==> src/rtl/cam_pkg.sv <==
// rtl/cam_pkg.sv - shared camera geometry, widths and capture FSM encoding
package cam_pkg;

  localparam int H_PIX    = 160;
  localparam int V_LINES  = 120;
  localparam int FB_DEPTH = H_PIX * V_LINES;
  localparam int ADDR_W   = 15;
  localparam int CNT_W    = 16;

  typedef enum logic [2:0] {
    IDLE    = 3'd0,
    WAIT_VS = 3'd1,
    WAIT_FR = 3'd2,
    CAPTURE = 3'd3,
    DONE    = 3'd4
  } cap_state_t;

endpackage

==> src/rtl/rgb565_to_rgb332.sv <==
// rtl/rgb565_to_rgb332.sv - truncating RGB565 to RGB332 colour reduction
module rgb565_to_rgb332 (
  input  logic [15:0] i_rgb565,
  output logic [7:0]  o_rgb332
);

  // Low-order channel bits are intentionally dropped by the truncation
  logic w_unused;

  // Keep the top bits of each channel: R[4:2], G[5:3], B[4:3]
  assign o_rgb332 = {i_rgb565[15:13], i_rgb565[10:8], i_rgb565[4:3]};
  assign w_unused = ^{i_rgb565[12:11], i_rgb565[7:5], i_rgb565[2:0]};

endmodule

==> src/rtl/cam_capture.sv <==
// rtl/cam_capture.sv - frame grabber from an 8-bit RGB565 camera into an RGB332 frame buffer
module cam_capture #(
  parameter int H_PIX    = cam_pkg::H_PIX,
  parameter int V_LINES  = cam_pkg::V_LINES,
  parameter int FB_DEPTH = cam_pkg::FB_DEPTH
) (
  input  logic                       clk,
  input  logic                       rst,
  input  logic                       init,
  input  logic                       vsync,
  input  logic                       href,
  input  logic [7:0]                 px_data,
  output logic [cam_pkg::ADDR_W-1:0] mem_addr,
  output logic [7:0]                 mem_data,
  output logic                       mem_we,
  output logic                       busy,
  output logic                       done,
  output logic                       err
);

  import cam_pkg::*;

  // Never address past either the sensor geometry or the buffer itself
  localparam int LIMIT = (FB_DEPTH < H_PIX * V_LINES) ? FB_DEPTH : H_PIX * V_LINES;
  localparam logic [CNT_W-1:0]  C_LIMIT = CNT_W'(LIMIT);
  localparam logic [CNT_W-1:0]  C_DEPTH = CNT_W'(FB_DEPTH);
  localparam logic [ADDR_W-1:0] C_LAST  = ADDR_W'(LIMIT - 1);

  cap_state_t        r_state;
  logic              r_vs_prev;
  logic              r_phase;
  logic [7:0]        r_hi;
  logic              r_pix_vld;
  logic [CNT_W-1:0]  r_pix_cnt;
  logic [ADDR_W-1:0] r_addr;
  logic [7:0]        r_data;
  logic              r_we;
  logic              r_busy;
  logic              r_done;
  logic              r_err;

  logic              w_vs_rise;
  logic [7:0]        w_pix;
  logic [CNT_W-1:0]  w_cnt_final;

  rgb565_to_rgb332 u_conv (
    .i_rgb565 ({r_hi, px_data}),
    .o_rgb332 (w_pix)
  );

  assign w_vs_rise   = vsync & ~r_vs_prev;
  // A pixel formed on the previous edge has not reached the counter yet
  assign w_cnt_final = r_pix_cnt + {{(CNT_W-1){1'b0}}, r_pix_vld};

  assign mem_addr = r_addr;
  assign mem_data = r_data;
  assign mem_we   = r_we;
  assign busy     = r_busy;
  assign done     = r_done;
  assign err      = r_err;

  // Capture FSM: frame sync, byte pairing, write strobe and address/count bookkeeping
  always_ff @(posedge clk) begin
    if (rst) begin
      r_state   <= IDLE;
      r_vs_prev <= 1'b0;
      r_phase   <= 1'b0;
      r_hi      <= 8'd0;
      r_pix_vld <= 1'b0;
      r_pix_cnt <= '0;
      r_addr    <= '0;
      r_data    <= 8'd0;
      r_we      <= 1'b0;
      r_busy    <= 1'b0;
      r_done    <= 1'b0;
      r_err     <= 1'b0;
    end else begin
      r_vs_prev <= vsync;
      r_we      <= 1'b0;
      r_pix_vld <= 1'b0;
      case (r_state)
        IDLE: begin
          r_done <= 1'b0;
          if (init) begin
            r_state <= WAIT_VS;
            r_busy  <= 1'b1;
          end
        end
        WAIT_VS: begin
          if (w_vs_rise) r_state <= WAIT_FR;
        end
        WAIT_FR: begin
          if (!vsync) begin
            r_state   <= CAPTURE;
            r_addr    <= '0;
            r_pix_cnt <= '0;
            r_phase   <= 1'b0;
            r_err     <= 1'b0;
          end
        end
        CAPTURE: begin
          if (w_vs_rise) begin
            // Frame end wins over any half-received pixel
            r_state <= DONE;
            r_busy  <= 1'b0;
            r_done  <= 1'b1;
            r_phase <= 1'b0;
            r_err   <= (w_cnt_final != C_DEPTH);
          end else begin
            if (r_pix_vld) begin
              if (r_pix_cnt != '1) r_pix_cnt <= r_pix_cnt + 1'b1;
              if (r_we && (r_addr != C_LAST)) r_addr <= r_addr + 1'b1;
            end
            if (href) begin
              if (!r_phase) begin
                r_hi    <= px_data;
                r_phase <= 1'b1;
              end else begin
                r_phase   <= 1'b0;
                r_data    <= w_pix;
                r_pix_vld <= 1'b1;
                r_we      <= (r_pix_cnt < C_LIMIT);
              end
            end else begin
              r_phase <= 1'b0;
            end
          end
        end
        DONE: begin
          if (!init) begin
            r_state <= IDLE;
            r_done  <= 1'b0;
          end
        end
        default: r_state <= IDLE;
      endcase
    end
  end

endmodule

==> config.mk <==
export PLATFORM = sky130hd
export DESIGN_NAME = cam_capture
export DESIGN_NICKNAME = d
export VERILOG_FILES = /design/src/rtl/cam_pkg.sv /design/src/rtl/rgb565_to_rgb332.sv /design/src/rtl/cam_capture.sv
export SDC_FILE = /design/constraint.sdc
export NUM_CORES = 1
export LEC_CHECK = 0
export CORE_ASPECT_RATIO = 0.75
export CORE_MARGIN = 4
export CORE_UTILIZATION = 55
export DETAILED_ROUTE_END_ITERATION = 8
export PLACE_DENSITY_LB_ADDON = 0.15
export SYNTH_ARGS = -nofsm -noshare
export SYNTH_HDL_FRONTEND = slang
export SYNTH_HIERARCHICAL = 1
export SYNTH_SLANG_ARGS = --single-unit
==> constraint.sdc <==
create_clock -name clk -period 2.3 [get_ports clk]
set_input_delay 0.23 -clock clk [delete_from_list [all_inputs] [get_ports clk]]
set_output_delay 0.23 -clock clk [all_outputs]
set_load 0.02 [all_outputs]
# Yosys cells after proc, flatten, opt, wreduce, memory -nomap -nowiden

Cells that the tools add are included.

Add/subtract/negate cells: 3
Order comparisons: 1
Equality and inequality tests: 16
Mux-type cells: 30
Bitwise operators: 6
Reductions and logical operators: 16

Operators with widths:

| cell                  | number |
|---|---|
| $mux 16               | 4 |
| $mux 15               | 4 |
| $pmux 16 s2           | 1 |
| $pmux 15 s2           | 1 |
| $ne 2x2->1 const B    | 9 |
| $add 16x1->16         | 1 |
| $add 16x1->16 const B | 1 |
| $lt 16x15->1 const B  | 1 |
| $ne 16x15->1 const B  | 1 |
| $ne 16x16->1 const B  | 1 |
| $add 15x1->15 const B | 1 |
| $mux 3                | 5 |
| $ne 15x15->1 const B  | 1 |
| $pmux 3 s5            | 1 |
| $reduce_and 5->1      | 3 |
| $mux 1                | 10 |
| $reduce_and 3->1      | 3 |
| $reduce_and 4->1      | 2 |
| $eq 3x2->1 const B    | 2 |
| $pmux 1 s2            | 3 |
| $not 1->1             | 5 |
| $reduce_or 5->1       | 1 |
| $reduce_bool 2->1     | 2 |
| $reduce_or 4->1       | 1 |
| 8 further kinds       | 8 |

Flip-flop bits (word level): 57
Bits of input ports: 13

# Longest topological paths before layout

Depth after elaboration: 6
Gate-level depth with buffers: 7

# Modules after synthesis

Netlist, hierarchy kept.

By module, submodules not included:

| module           | times used | cells each | area each (µm²) |
|---|---|---|---|
| cam_capture      | 1          | 357        | 3005.4 |
| rgb565_to_rgb332 | 1          | 8          | 60.1 |

# Worst setup path before layout

OpenSTA, ideal clock, no wires.

Path kind: reg2reg
Start point: register r_addr[3], in the netlist mem_addr[3]
End point: register r_addr[11], in the netlist mem_addr[11]
Library setup time: 0.127 ns
Data arrival time: 1.708 ns
Required time: 2.173 ns
Path slack: 0.466 ns
Stages on the path, launching flop included: 7
Path buffers: 1
Path through: dfxtp_1 and3_1 nand3_1 o41ai_1 buf_2 a211oi_1 mux2i_1

Longest elaborated chain between the ends: 5
Elaborated cells on any way between the ends: 9
Classes of those cells: add/sub (1); eq/ne (2); mux (4); reduce/logical (2)

RTL lines:

| item                     | line               | RTL |
|---|---|---|
| start: declaration       | cam_capture.sv:35  | `logic [ADDR_W-1:0] r_addr;` |
| start signal: assignment | cam_capture.sv:112 | `if (r_we && (r_addr != C_LAST)) r_addr <= r_addr + 1'b1;` |
| $add 15x1->15            | cam_capture.sv:112 |  |
| $mux 15                  | cam_capture.sv:112 |  |
| $mux 15                  | cam_capture.sv:110 | `if (r_pix_vld) begin` |
| $mux 15                  | cam_capture.sv:102 | `if (w_vs_rise) begin` |
| $pmux 15 s2              | cam_capture.sv:81  | `case (r_state)` |

Several ways; a longest one is shown, not always the timed one. The select of a mux whose other input is x is not followed.
A chain may end at the register's enable or synchronous reset.

# Worst setup path in the final report

Start point: register r_pix_cnt[0]
End point: register r_err, in the netlist err

Longest elaborated chain between the ends: 4

RTL lines:

| item                     | line               | RTL |
|---|---|---|
| start: declaration       | cam_capture.sv:34  | `logic [CNT_W-1:0] r_pix_cnt;` |
| start signal: assignment | cam_capture.sv:111 | `if (r_pix_cnt != '1) r_pix_cnt <= r_pix_cnt + 1'b1;` |
| $add 16x1->16            | cam_capture.sv:53  | `assign w_cnt_final = r_pix_cnt + {{(CNT_W-1){1'b0}}, r_pix_vld};` |
| $ne 16x15->1             | cam_capture.sv:108 | `r_err <= (w_cnt_final != C_DEPTH);` |
| $mux 1                   | cam_capture.sv:102 |  |
| $pmux 1 s2               | cam_capture.sv:81  |  |
| end signal: assignment   | cam_capture.sv:108 |  |
| end: declaration         | cam_capture.sv:40  | `logic r_err;` |

No other way between the ends. The select of a mux whose other input is x is not followed.

==> key figures <==
Run status
  • Outcome: complete, no violations

Global routing
  • Total grt overflow: 0
  • Number of global-route vias before repair: roughly 2400
  • Initial antenna violation count: 0
  • Pin count of the biggest net entering global routing: 20
  • Global-route wire length before repair: 11300 um
  • GR Util All Layers: 0.207

Clock network
  • CTS Buf Count: 5
  • Post_cts resized: 0
  • Setup Buffers After CTS: 0
  • Max Buffers Root-to-Sink: 2
  • Clock sink total: 55
  • CTS H-tree lvls: 2
  • # hold bufs at CTS: 0
  • Root Buffer: clkbuf_8
  • CTS tree: built
  • Clk Latency, worst-skew pair: between 0.3 and 0.4 ns
  • Reg clk slew, reported paths: roughly 0.1 ns

Synth
  • Cell Area, Synth: approximately 3000 um^2
  • Mapped Cells: between 300 and 400
  • Syn. warnings: 6
  • Avg Inst Size Synth: ~8.4 um^2
  • Synth Net Count: 376

Place
  • Detailed placer's ending HPWL: about 5000 um
  • RePlAce Congestion: 0.985
  • Inst Count DP: 455
  • Port Buffers: 39

Worst setup path
  • CP arrival: around 2.2 ns
  • Setup Crit Path Kind: reg2reg
  • Reg2reg path depth: 7
  • Worst setup EP type: flip-flop
  • CP Launch Type: flip-flop
  • Worst-path fanout max: 6
  • Req. time, crit path: 2.49 ns

Pwr
  • P_leak: 1.26 nW
  • Total power draw: 1.74 mW
  • Pwr/cell area: approximately 500 nW/um^2
  • VDD IR-drop max: around 0.32 mV

Flow run
  • Max Cap Violations: 0

Routing
  • Via Count: 2673
  • DRC: 0
  • DRT iter0 DRCs: roughly 220
  • Wire length per cell: 14.5 um
  • DRT antenna net count: 0
  • Routed vias/inst: 5.77
  • First-pass DRT Iterations: 5
  • DRT Wirelength: approximately 6700 um

Timing
  • Worst rel slew slack: 0.671
  • Final min period: about 2.0 ns
  • Setup TNS: 0 ns
  • Fin crit share: 0.883
  • # setup viols final: 0
  • Slew Limit Fails: 0
  • Final Hold Viols: 0
  • RSZ-0062 raised after global routing: false
  • Max Freq: 492 MHz
  • Layout Skew: between 0.01 and 0.015 ns
  • Worst-Margin Slew: 0.489 ns
  • Hold Worst Slack: approximately 0.48 ns

Finish
  • Final core utilization: 0.696
  • Non-Filler Instances: 463
  • Nets: roughly 400
  • Most common cell after layout, fill and taps aside: dfxtp_1
  • Most frequent cells in the layout: dfxtp_1 (55), clkdlybuf4s50_1 (39), nor2_1 (37), nand2_1 (31), mux2i_1 (23)
  • Area added between synthesis and finish: 18.2%
  • Layout cells sized above 1: 0.0818
  • N_diodes: 0

Die
  • Starting density of the core: 0.589
  • Die footprint: 6710 um^2
  • Core area: between 5000 and 6000 um^2
  • Die height: about 72 um
  • Die X: 93.3 um
  • # rows: 22
  • Io pins: 40

Min path
  • Hold Path Depth: 2
  • Min-delay worst type: reg2reg
[path summary, 6_finish.rpt]
kind | from | to | slack, ns
worst max-delay path | r_pix_cnt[0] | err | 0.27
worst min-delay path | done | done | 0.48
worst max register to register | r_pix_cnt[0] | err | 0.27
worst min register to register | done | done | 0.48
[sequential cells by signal, indices dropped and copies added, names as in the netlist]
name,flops
done,1
r_pix_cnt,16
err,1
r_vs_prev,1
mem_addr,15
r_pix_vld,1
r_phase,1
r_hi,6
mem_we,1
mem_data,8
r_state,3
busy,1
[power by group]
group	internal [mW]	switching [mW]	total, mW
logic	0.0511	0.0616	0.113
clock network	0.328	0.326	0.654
registers	0.960	0.0112	0.971
[routing by layer]
| metal | global-route usage | share of wire | up-vias | routed length [um] |
|---|---|---|---|---|
| met3 | 0.0415 | 0.060 | 9 | 403 |
| li1 | - | - | 1329 | - |
| met2 | 0.317 | 0.44 | 101 | 2950 |
| met1 | 0.301 | 0.49 | 1234 | 3300 |
| met5 | 0 | 0 | - | 0 |
| met4 | 0.0472 | 0.0094 | 0 | 63 |
[metrics by stage]
step                      setup WS, ns  cell area, um^2
final                            0.269             3540
after global routing            0.0907             3540
after global placement           0.374             3430
after detailed placement         0.305             3430
after CTS                        0.288             3540
after floorplan                  0.466             3000
[layout make-up]
cell class	instances	area [um^2]
clock inverter	3	46.3
timing repair buffer	54	503
inverter	6	22.5
clock buffer	5	68.8
tap	72	90.1
sequential	55	1100
fill	410	1550
multi-input combinational	268	1710
[worst max-delay path: stages, from the launching register on]
cell and delay, ns:
dfxtp_1 0.38, ha_1 0.25, ha_1 0.24, and3_1 0.24, a311oi_1 0.30, o2111ai_1 0.15
a311oi_1 0.24, a31oi_1 0.11
(Power assumes the default switching activity.)
